[config.mk]
export PLATFORM = sky130hd
export DESIGN_NAME = burst_sink
export DESIGN_NICKNAME = d
export VERILOG_FILES = /design/src/rtl/burst_sink.sv
export SDC_FILE = /design/constraint.sdc
export NUM_CORES = 1
export LEC_CHECK = 0
export CORE_ASPECT_RATIO = 0.75
export CORE_MARGIN = 1
export CORE_UTILIZATION = 54
export CTS_BUF_LIST = sky130_fd_sc_hd__clkbuf_16
export DETAILED_ROUTE_END_ITERATION = 10
export GPL_ROUTABILITY_DRIVEN = 0
export HOLD_SLACK_MARGIN = 0.1
export PLACE_DENSITY = 0.94
export SETUP_SLACK_MARGIN = 0.02
export SLEW_MARGIN = 30
export SYNTH_ARGS = -nofsm -noshare
export SYNTH_HDL_FRONTEND = slang
export SYNTH_SLANG_ARGS = --single-unit
[constraint.sdc]
create_clock -name clk -period 4.53 [get_ports clk]
set_input_delay 0.906 -clock clk [delete_from_list [all_inputs] [get_ports clk]]
set_output_delay 0.906 -clock clk [all_outputs]
set_load 0.01 [all_outputs]
[src/rtl/burst_sink.sv]
// Consumer side of a start-triggered countdown burst: arms on a rising start edge,
// accepts beats, counts them, checks the descending runner (BURST_SINK_SEQ_CHECK_EN) and aborts on stalls.
module burst_sink #(
  parameter int unsigned CNT_W       = 32,
  parameter int unsigned TIMEOUT_CYC = 16
) (
  input  logic             clk,
  input  logic             rst,
  input  logic             start,
  input  logic [CNT_W-1:0] expect_len,
  input  logic             in_valid,
  output logic             in_ready,
  input  logic [CNT_W-1:0] in_data,
  output logic [CNT_W-1:0] count,
  output logic             busy,
  output logic             done,
  output logic             err_seq,
  output logic             err_timeout
);

  localparam int unsigned IDLE_W = $clog2(TIMEOUT_CYC + 1);

  typedef enum logic [1:0] {
    S_IDLE,
    S_RECV,
    S_FIN
  } state_t;

  state_t             state, state_nxt;
  logic               start_q;
  logic               arm;
  logic               seq_bad;
  logic               idle_hit;
  logic               last_beat;
  logic [CNT_W-1:0]   len_q;
  logic [CNT_W-1:0]   count_q;
  logic [IDLE_W-1:0]  idle_q;
  logic               err_seq_q;
  logic               err_timeout_q;

  assign arm       = start & ~start_q;
  assign idle_hit  = (idle_q == IDLE_W'(TIMEOUT_CYC - 1));
  assign last_beat = ((count_q + CNT_W'(1)) == len_q);

`ifdef BURST_SINK_SEQ_CHECK_EN
  // Runner for the beat about to be accepted is len minus beats already taken.
  assign seq_bad = (in_data != (len_q - count_q));
`else
  logic unused_data;
  assign unused_data = ^in_data;
  assign seq_bad     = 1'b0;
`endif

  always_ff @(posedge clk) begin
    if (rst) begin
      state <= S_IDLE;
    end else begin
      state <= state_nxt;
    end
  end

  always_comb begin
    state_nxt = state;
    in_ready  = 1'b0;
    busy      = 1'b0;
    done      = 1'b0;
    case (state)
      S_IDLE: begin
        if (arm) begin
          state_nxt = (expect_len == '0) ? S_FIN : S_RECV;
        end
      end
      S_RECV: begin
        in_ready = 1'b1;
        busy     = 1'b1;
        if (in_valid) begin
          if (last_beat) begin
            state_nxt = S_FIN;
          end
        end else if (idle_hit) begin
          state_nxt = S_FIN;
        end
      end
      S_FIN: begin
        done      = 1'b1;
        state_nxt = S_IDLE;
      end
      default: state_nxt = S_IDLE;
    endcase
  end

  always_ff @(posedge clk) begin
    if (rst) begin
      start_q       <= 1'b0;
      len_q         <= '0;
      count_q       <= '0;
      idle_q        <= '0;
      err_seq_q     <= 1'b0;
      err_timeout_q <= 1'b0;
    end else begin
      start_q <= start;
      case (state)
        S_IDLE: begin
          if (arm) begin
            len_q         <= expect_len;
            count_q       <= '0;
            idle_q        <= '0;
            err_seq_q     <= 1'b0;
            err_timeout_q <= 1'b0;
          end
        end
        S_RECV: begin
          if (in_valid) begin
            count_q <= count_q + CNT_W'(1);
            idle_q  <= '0;
            if (seq_bad) begin
              err_seq_q <= 1'b1;
            end
          end else begin
            idle_q <= idle_q + IDLE_W'(1);
            if (idle_hit) begin
              err_timeout_q <= 1'b1;
            end
          end
        end
        default: ;
      endcase
    end
  end

  assign count       = count_q;
  assign err_seq     = err_seq_q;
  assign err_timeout = err_timeout_q;

endmodule

Word-level counts from Yosys, hierarchy flattened
Index checks and enable logic that the tools add are counted.

Register bits after elaboration: 73. Logic and storage cells: 46.

Add/subtract/negate cells: 2. Equality and inequality tests: 10. Mux-type cells: 18. Bitwise gates (word level): 2. Reductions and logical operators: 8.

Operators with widths (count): two-way mux 32 bit (2); one-hot mux 32 bit (2 select lines) (1); adder 32 x 1 -> 32 bit (second input constant) (1); == test 32 bit (1); logical NOT 32 bit (1); two-way mux 2 bit (5); two-way mux 5 bit (2); one-hot mux 5 bit (2 select lines) (1); != test 2 bit (second input constant) (4); != test 3 bit (second input constant) (2); AND reduction 3 bit (2); adder 5 x 1 -> 5 bit (second input constant) (1); == test 5 x 4 -> 1 bit (second input constant) (1); two-way mux 1 bit (5); one-hot mux 2 bit (2 select lines) (1); AND reduction 2 bit (2); AND reduction 4 bit (1); == test 2 x 1 -> 1 bit (second input constant) (1); == test 2 bit (second input constant) (1); logical NOT 2 bit (1); one-hot mux 1 bit (2 select lines) (1); nonzero test 2 bit (1); AND 1 bit (1); NOT 1 bit (1).

Longest topological paths before layout
Word-level depth: 5. Mapped depth: 10. Mapped depth without buffers: 8.

Least setup slack after synthesis
OpenSTA, ideal clock, no wires.

Path kind: flip-flop to flip-flop. From: reg count_q[0], in the netlist count[0]. To: reg state[1]. Library setup time: 58 ps. Data arrival time: 2326 ps. Data required time: 4472 ps. Path slack: 2145 ps. Stages on the path, launching flop included: 9. Path buffers: 0. Cell sequence: dfxtp_1 -> ha_1 -> nand3_2 -> nor3_2 -> nand2_1 -> a2111o_1 -> and4bb_1 -> and4_1 -> o211a_1.

Cells in the longest elaborated chain, start to end: 4.

RTL lines: start: declaration (line 36) `logic [CNT_W-1:0] count_q;`; start signal: assignment (line 114) `count_q <= count_q + CNT_W'(1);`; adder 32 x 1 -> 32 bit (line 43) `assign last_beat = ((count_q + CNT_W'(1)) == len_q);`; == test 32 bit (line 43); != test 3 bit (no line); AND reduction 3 bit (no line); end signal: assignment (line 58) `state <= state_nxt;`; end: declaration (line 29) `state_t state, state_nxt;`.

Every way passes these cells. A chain may end at the register's enable or synchronous reset.

Worst setup path after layout
From: reg count_q[3], in the netlist count[3]. To: reg state[1].

The elaborated chain is that of the path after synthesis.

==> reports/qor.yml <==
irDropWorstVdd_mv: 0.213
setup_viol: 0
cp_max_fo: 12
path_class: "reg2reg"
die_h_um: 80.5
finalCriticalPeriod_ns: 3.10
clkTransAtPathRegs_ns: 0.06
reg2reg_depth: 7
firstDrtPassIters: 8
htreeDepth: 3
timing.rr.start: "count[3]"
ant_nets: 0
cts_tree: "done"
drv_cap: 0
synth_top_family_by_area: "simple AND/OR/NAND/NOR gates"
antenna_found_initial: 0
clkPwrFrac: 0.448
drt-total-wl_um: 13300
maxSlewViolCount: 0
vias: 4775
worstHoldPathType: "reg2reg"
async_flop_share: 0
worst_setup_path_start_kind: "flip-flop"
fin_skew_ns: 0.0101
cts_sinks: 73
synthFlopType: "dfxtp_1"
hold-path-cell-count: 2
outcome: "finished, final reports clean"
synthesis.nets: 651
r2r_slack_ns: 1.43
tns_ns: 0
pre_cts_slack_ns: 1.61
final_hold_viol_count: 0
grt_pass1_wl_um: 21200
io_buffers: 71
num_rows: 28
synth_compound_area_frac: 0.190
drtIter0Drc: 634
p_leak_nw: 1.88
end_kind: "flip-flop"
critPathRequiredTime_ns: 4.82
netlist_area_sq_um: 4440
powerDensity_nw_per_um2: 314
synthCells: 580
critPathArrivalTime_ns: 3.38
netlist_top_cells_area: "dfxtp_1 33%, a21oi_1 8.7%, nand2_1 7.7%"
synth_most_common_cell: "nand2_1"
yosysWarnings: 0
post_synth.cell_area_avg_sq_um: 7.65
synth_xor_area_frac: 0.0809
power_frac_comb: 0.144
stdcell_area_sq_um: 5390
worst_hold_path.endpoint: "len_q[1]"
synth_top_area_share: 0.329
io_pins: 105
post_cts_buffers: 0
die_w_um: 107
cp_top_family: "simple AND/OR/NAND/NOR gates"
cts-root-buf: "clkbuf_16"
rsz0062_at_grt: "false"
synth_edf_count: 0
clockBufferDepth: 2
cp_common_cell: "nand4_1"
wire_per_inst_um: 18.1
overflow: 0
post_drt_via_cell_ratio: 6.51
num-nets-final: 696
syn2layout_area_growth_pct: 21.5
grt_pass1_vias: 4277
intPower_mw: 1.25
maxSlewHeadroom: 0.436
critPathMaxStageDelay_ns: 0.78
tightest_slew_ns: 0.842
fmax_mhz: 323
yosys.area.top_type: "dfxtp_1"
synth_commonest_cells: "91 x nand2_1, 77 x a21oi_1, 73 x dfxtp_1"
cts_made_buffers: 9
synth.distinct_cells: 60
fp.coreArea_sq_um: 7920
cpMaxStageDelayCell: "nor3_2"
dp_hpwl_um: 9130
yosys.area_share.adder: 0.00846
setup_ws_ns: 1.43
die_area_sq_um: 8590
swShare: 0.263
layout_worst_path_cycle_share: 0.684
n_antenna_cell: 0
regToRegEndpoint: "state[1]"
drc_errors: 0
path_buf_inv: 0
grt_util_all_layers: 0.318
synthSimpleGateAreaFrac: 0.327
holdCritStartpoint: "len_q[1]"
path_cells: "nand4_1 > nor3_2 > nand4_1 > a22o_1 > nor4_1 > and4_1 > o211a_1"
pwr-share-seq: 0.408
cts_hold_buf: 0
grt_start_max_net_pins: 44
ys_seq_elements: 73
start_util: 0.561
synth.area.mux_share: 0.00226
clock_latency_ns: 0.34
synth.yosys.seq_area_share: 0.329
post_cts_resized: 0
drive_above_1_share: 0.0668
p_switching_mw: 0.446
placed_area_sq_um: 5080
## kinds of logic after synthesis
logic type               count (synthesis)
AND/OR/NAND/NOR                        266
flip-flops                              73
other                                    1
XOR/XNOR                                41
adder cells (fa/ha/maj)                  3
multiplexers                             1
AO/OA/AOI/OAI                          146
buffers and inverters                   49
## per-layer routing
metal | global-route usage | vias to the layer above | part of all wire
met4 | 0.153 | 0 | 0.044
met2 | 0.498 | 362 | 0.44
met3 | 0.0820 | 83 | 0.12
li1 | - | 2176 | -
met5 | 0 | - | 0
met1 | 0.407 | 2154 | 0.39
## registers in the layout, indices dropped and copies added, names as in the netlist
register,flops
count,32
err_timeout,1
idle_q,5
len_q,32
start_q,1
state,2
## layout make-up
type / count / area (sq um)
multi-input cells: 458 / 2710
fillers: 653 / 2520
flip-flops and latches: 73 / 1460
repair buffers: 77 / 751
clock buffers: 9 / 225
well taps: 105 / 131
clock inverters: 6 / 92.6
inverters: 6 / 22.5
## tightest hold or removal path, delay by kind of cell, from the launching register on
kind	cells	cell delay, ns
DFF	1	0.32
AOI/OAI and AO/OA	1	0.05
and+or+nand+nor	1	0.05
## how the worst max path moves through the flow
stage                  start       end  slack, ns  cells after the start
detailed placement  count[3]  state[0]       1.61                      7
CTS                 count[3]  state[1]       1.54                      7
finish              count[3]  state[1]       1.43                      7
global route        count[3]  state[1]       1.20                      7
global placement    count[0]  state[0]       1.72                      7
floorplan           count[0]  state[1]       2.15                      8
## cell usage in the layout (no fill, tap or decap), drive strengths merged, types with 19 or more instances in the layout
cell           count
nand2             92
a21oi             77
dfxtp             73
clkdlybuf4s50     70
nor2              42
o21ai             31
xnor2             22
nand3             20
nand4             20
xor2              19
nor4              19
## stage by stage
stage	std cells	hold WS [ns]	utilization	total power, mW
2_1_floorplan	580	0.432	-	0.849
3_3_place_gp	719	0.454	0.641	0.925
3_5_place_dp	719	0.466	0.641	0.938
4_1_cts	734	0.474	0.681	1.69
5_1_grt	734	0.496	0.681	1.75
6_report	734	0.472	0.681	1.69
## power by group through the flow
stage               logic, mW  registers, mW  clock network, mW
floorplan               0.153          0.696                  0
finish                  0.244          0.691              0.759
detailed placement      0.234          0.704                  0
global route            0.264          0.693              0.792
global placement        0.223          0.702                  0
CTS                     0.238          0.690              0.762
Note: power is estimated with default switching activity, not from simulation.
==> edit (same settings) <==
Build with the macro `BURST_SINK_SEQ_CHECK_EN` defined.
--- a/src/rtl/burst_sink.sv
+++ b/src/rtl/burst_sink.sv
@@ -1,4 +1,6 @@
 // Consumer side of a start-triggered countdown burst: arms on a rising start edge,
 // accepts beats, counts them, checks the descending runner (BURST_SINK_SEQ_CHECK_EN) and aborts on stalls.
+`define BURST_SINK_SEQ_CHECK_EN
+
 module burst_sink #(
   parameter int unsigned CNT_W       = 32,
Behaviour: not the same (Yosys sat finds a counterexample within 4 cycles, from zero or initial values and one cycle with rst high).
==> edit against the unedited design <==
Synthesized area grew 44%; first-iteration DRC count grew 39%; via count grew 51%; critical endpoint is now err_seq; final area grew 45%; worst setup slack lost 0.58 ns; power grew 45%; routed wire length grew 55%; largest cell class unchanged; critical path type unchanged; sequential power grew 2%; sequential cell count grew 1; non-clock buffer count grew 32.
==> edit: results (changes against the unedited design) <==
stage	metric	value	unit	change
setup_path	crit_start	count[0]		was count[3]
synthesis	synth_commonest_cells	126 x nand2_1, 105 x a21oi_1, 87 x nor2_1		was 91 x nand2_1, 77 x a21oi_1, 73 x dfxtp_1
routing	drt-pass1-iter-count	6		was 8
clock_network	cts_htree_levels	3		unchanged
routing	vias	7223		was 4775
sta	fin_skew	0.00598	ns	was 0.0101 ns
clock_network	cts_buffer_depth	2		unchanged
synthesis	yosysWarnings	0		unchanged
clock_network	cts.repair.resized	0		unchanged
setup_path	rr_worst_depth	12		was 7
synthesis	synth_area_leaders	dfxtp_1 23%, a21oi_1 8.2%, xnor2_1 8.0%		was dfxtp_1 33%, a21oi_1 8.7%, nand2_1 7.7%
setup_path	rrSetupSlack	0.85	ns	was 1.43 ns
power	power_leakage	0.00295	uW	was 0.00188 uW
sta	tightest_slew	0.994	ns	was 0.842 ns
setup_path	crit_slowest_cell	or4_1		was nor3_2
placed_design	port_buffers	104		was 71
synthesis	synth_nets	993		was 651
grt	track_usage	0.345		was 0.318
finish	drive_gt1_frac	0.0400		was 0.0668
status	status	complete, no violations		unchanged
synthesis	syn_area_per_cell	7.16	sq um	was 7.65 sq um
clock_network	cts_buffers	9		unchanged
placed_design	dp_hpwl	15400	um	was 9130 um
sta	final.period_utilization	0.812		was 0.684
routing	vias_per_cell	6.38		was 6.51
finish	final_nets	1073		was 696
clock_network	insertion_delay	0.35	ns	
finish	n_antenna_cell	0		unchanged
routing	drt_iter0_markers	884		was 634
routing	wl_per_cell	18.3	um	was 18.1 um
grt	grt_pass1_vias	6615		was 4277
grt	antenna_found_initial	0		unchanged
setup_path	end_kind	register		unchanged
setup_path	r2r-end	err_seq		was state[1]
synthesis	synth.distinct_cells	70		was 60
synthesis	seq_area_frac_synth	0.232		was 0.329
clock_network	root_buffer	clkbuf_16		unchanged
grt	grt_pass1_wl	32700	um	was 21200 um
clock_network	clk_pin_slew	0.06	ns	about the same
synthesis	synthArstFlopShare	0		unchanged
setup_path	cp_max_fo	7		was 12
power	vdd_drop_max	0.240	mV	was 0.213 mV
placed_design	dp_slack	0.945	ns	was 1.61 ns
setup_path	slowest_delay	0.52	ns	was 0.78 ns
worst_hold_path	whs_path_depth	2		unchanged
setup_path	crit_arrival	3.91	ns	was 3.38 ns
grt	grt_max_degree	53		was 44
placed_design	dpl-instance-area	0.00748	sq mm	was 0.00508 sq mm
edit: cell types whose count changed in the layout (fill, tap and decap cells not counted), sizes merged, moves of 7 or more:
cell           delta
clkdlybuf4s50    +33
a21oi            +28
ha               +31
xnor2            +36
a211oi            +8
nor3             +10
inv              +30
nand2            +34
xor2             +16
nor2             +49
o21ai            +18
o2111ai           +7
edit: power breakdown:
group | internal, uW | leakage [uW] | switching, uW
registers | 676 | 0.000601 | 30.4
logic | 351 | 0.00217 | 520
clock network | 589 | 0.000178 | 286
edit: cells by family (layout without fill, tap and decap cells):
logic type               count (synthesis)  count (layout)  synth area share
AND/OR/NAND/NOR                        366             366             0.284
AO/OA/AOI/OAI                          240             240             0.228
XOR/XNOR                                93              93             0.128
buffers and inverters                   76             161            0.0483
flip-flops                              74              74             0.232
adder cells (fa/ha/maj)                 35              35            0.0699
multiplexers                             6               6           0.00982
edit: routing by layer:
layer,up-vias,part of all wire,GRT usage
met1,3269,0.41,0.441
met2,529,0.43,0.548
met3,92,0.13,0.102
li1,3333,-,-
met4,0,0.034,0.133
met5,-,0,0
edit: how the worst min path moves through the flow:
stage,to,from,slack [ns]
5_1_grt,len_q[0],len_q[0],0.48
3_3_place_gp,len_q[0],len_q[0],0.44
6_report,len_q[0],len_q[0],0.47
3_5_place_dp,len_q[0],len_q[0],0.45
2_1_floorplan,idle_q[3],idle_q[3],0.43
4_1_cts,len_q[0],len_q[0],0.46
edit: final cells by class:
type	count	area (sq um)
Clock buffer	9	225
Clock inverter	7	133
Fill cell	885	3350
Inverter	36	135
Multi-Input combinational cell	740	4590
Sequential cell	74	1480
Tap cell	157	196
Timing Repair Buffer	109	1070
edit: critical path: cells and delay by family, from the launching register on:
family	cells	cell delay (ns)
compound gates	5	1.27
simple gates	5	1.25
flops	1	0.38
fa+ha+maj	2	0.66
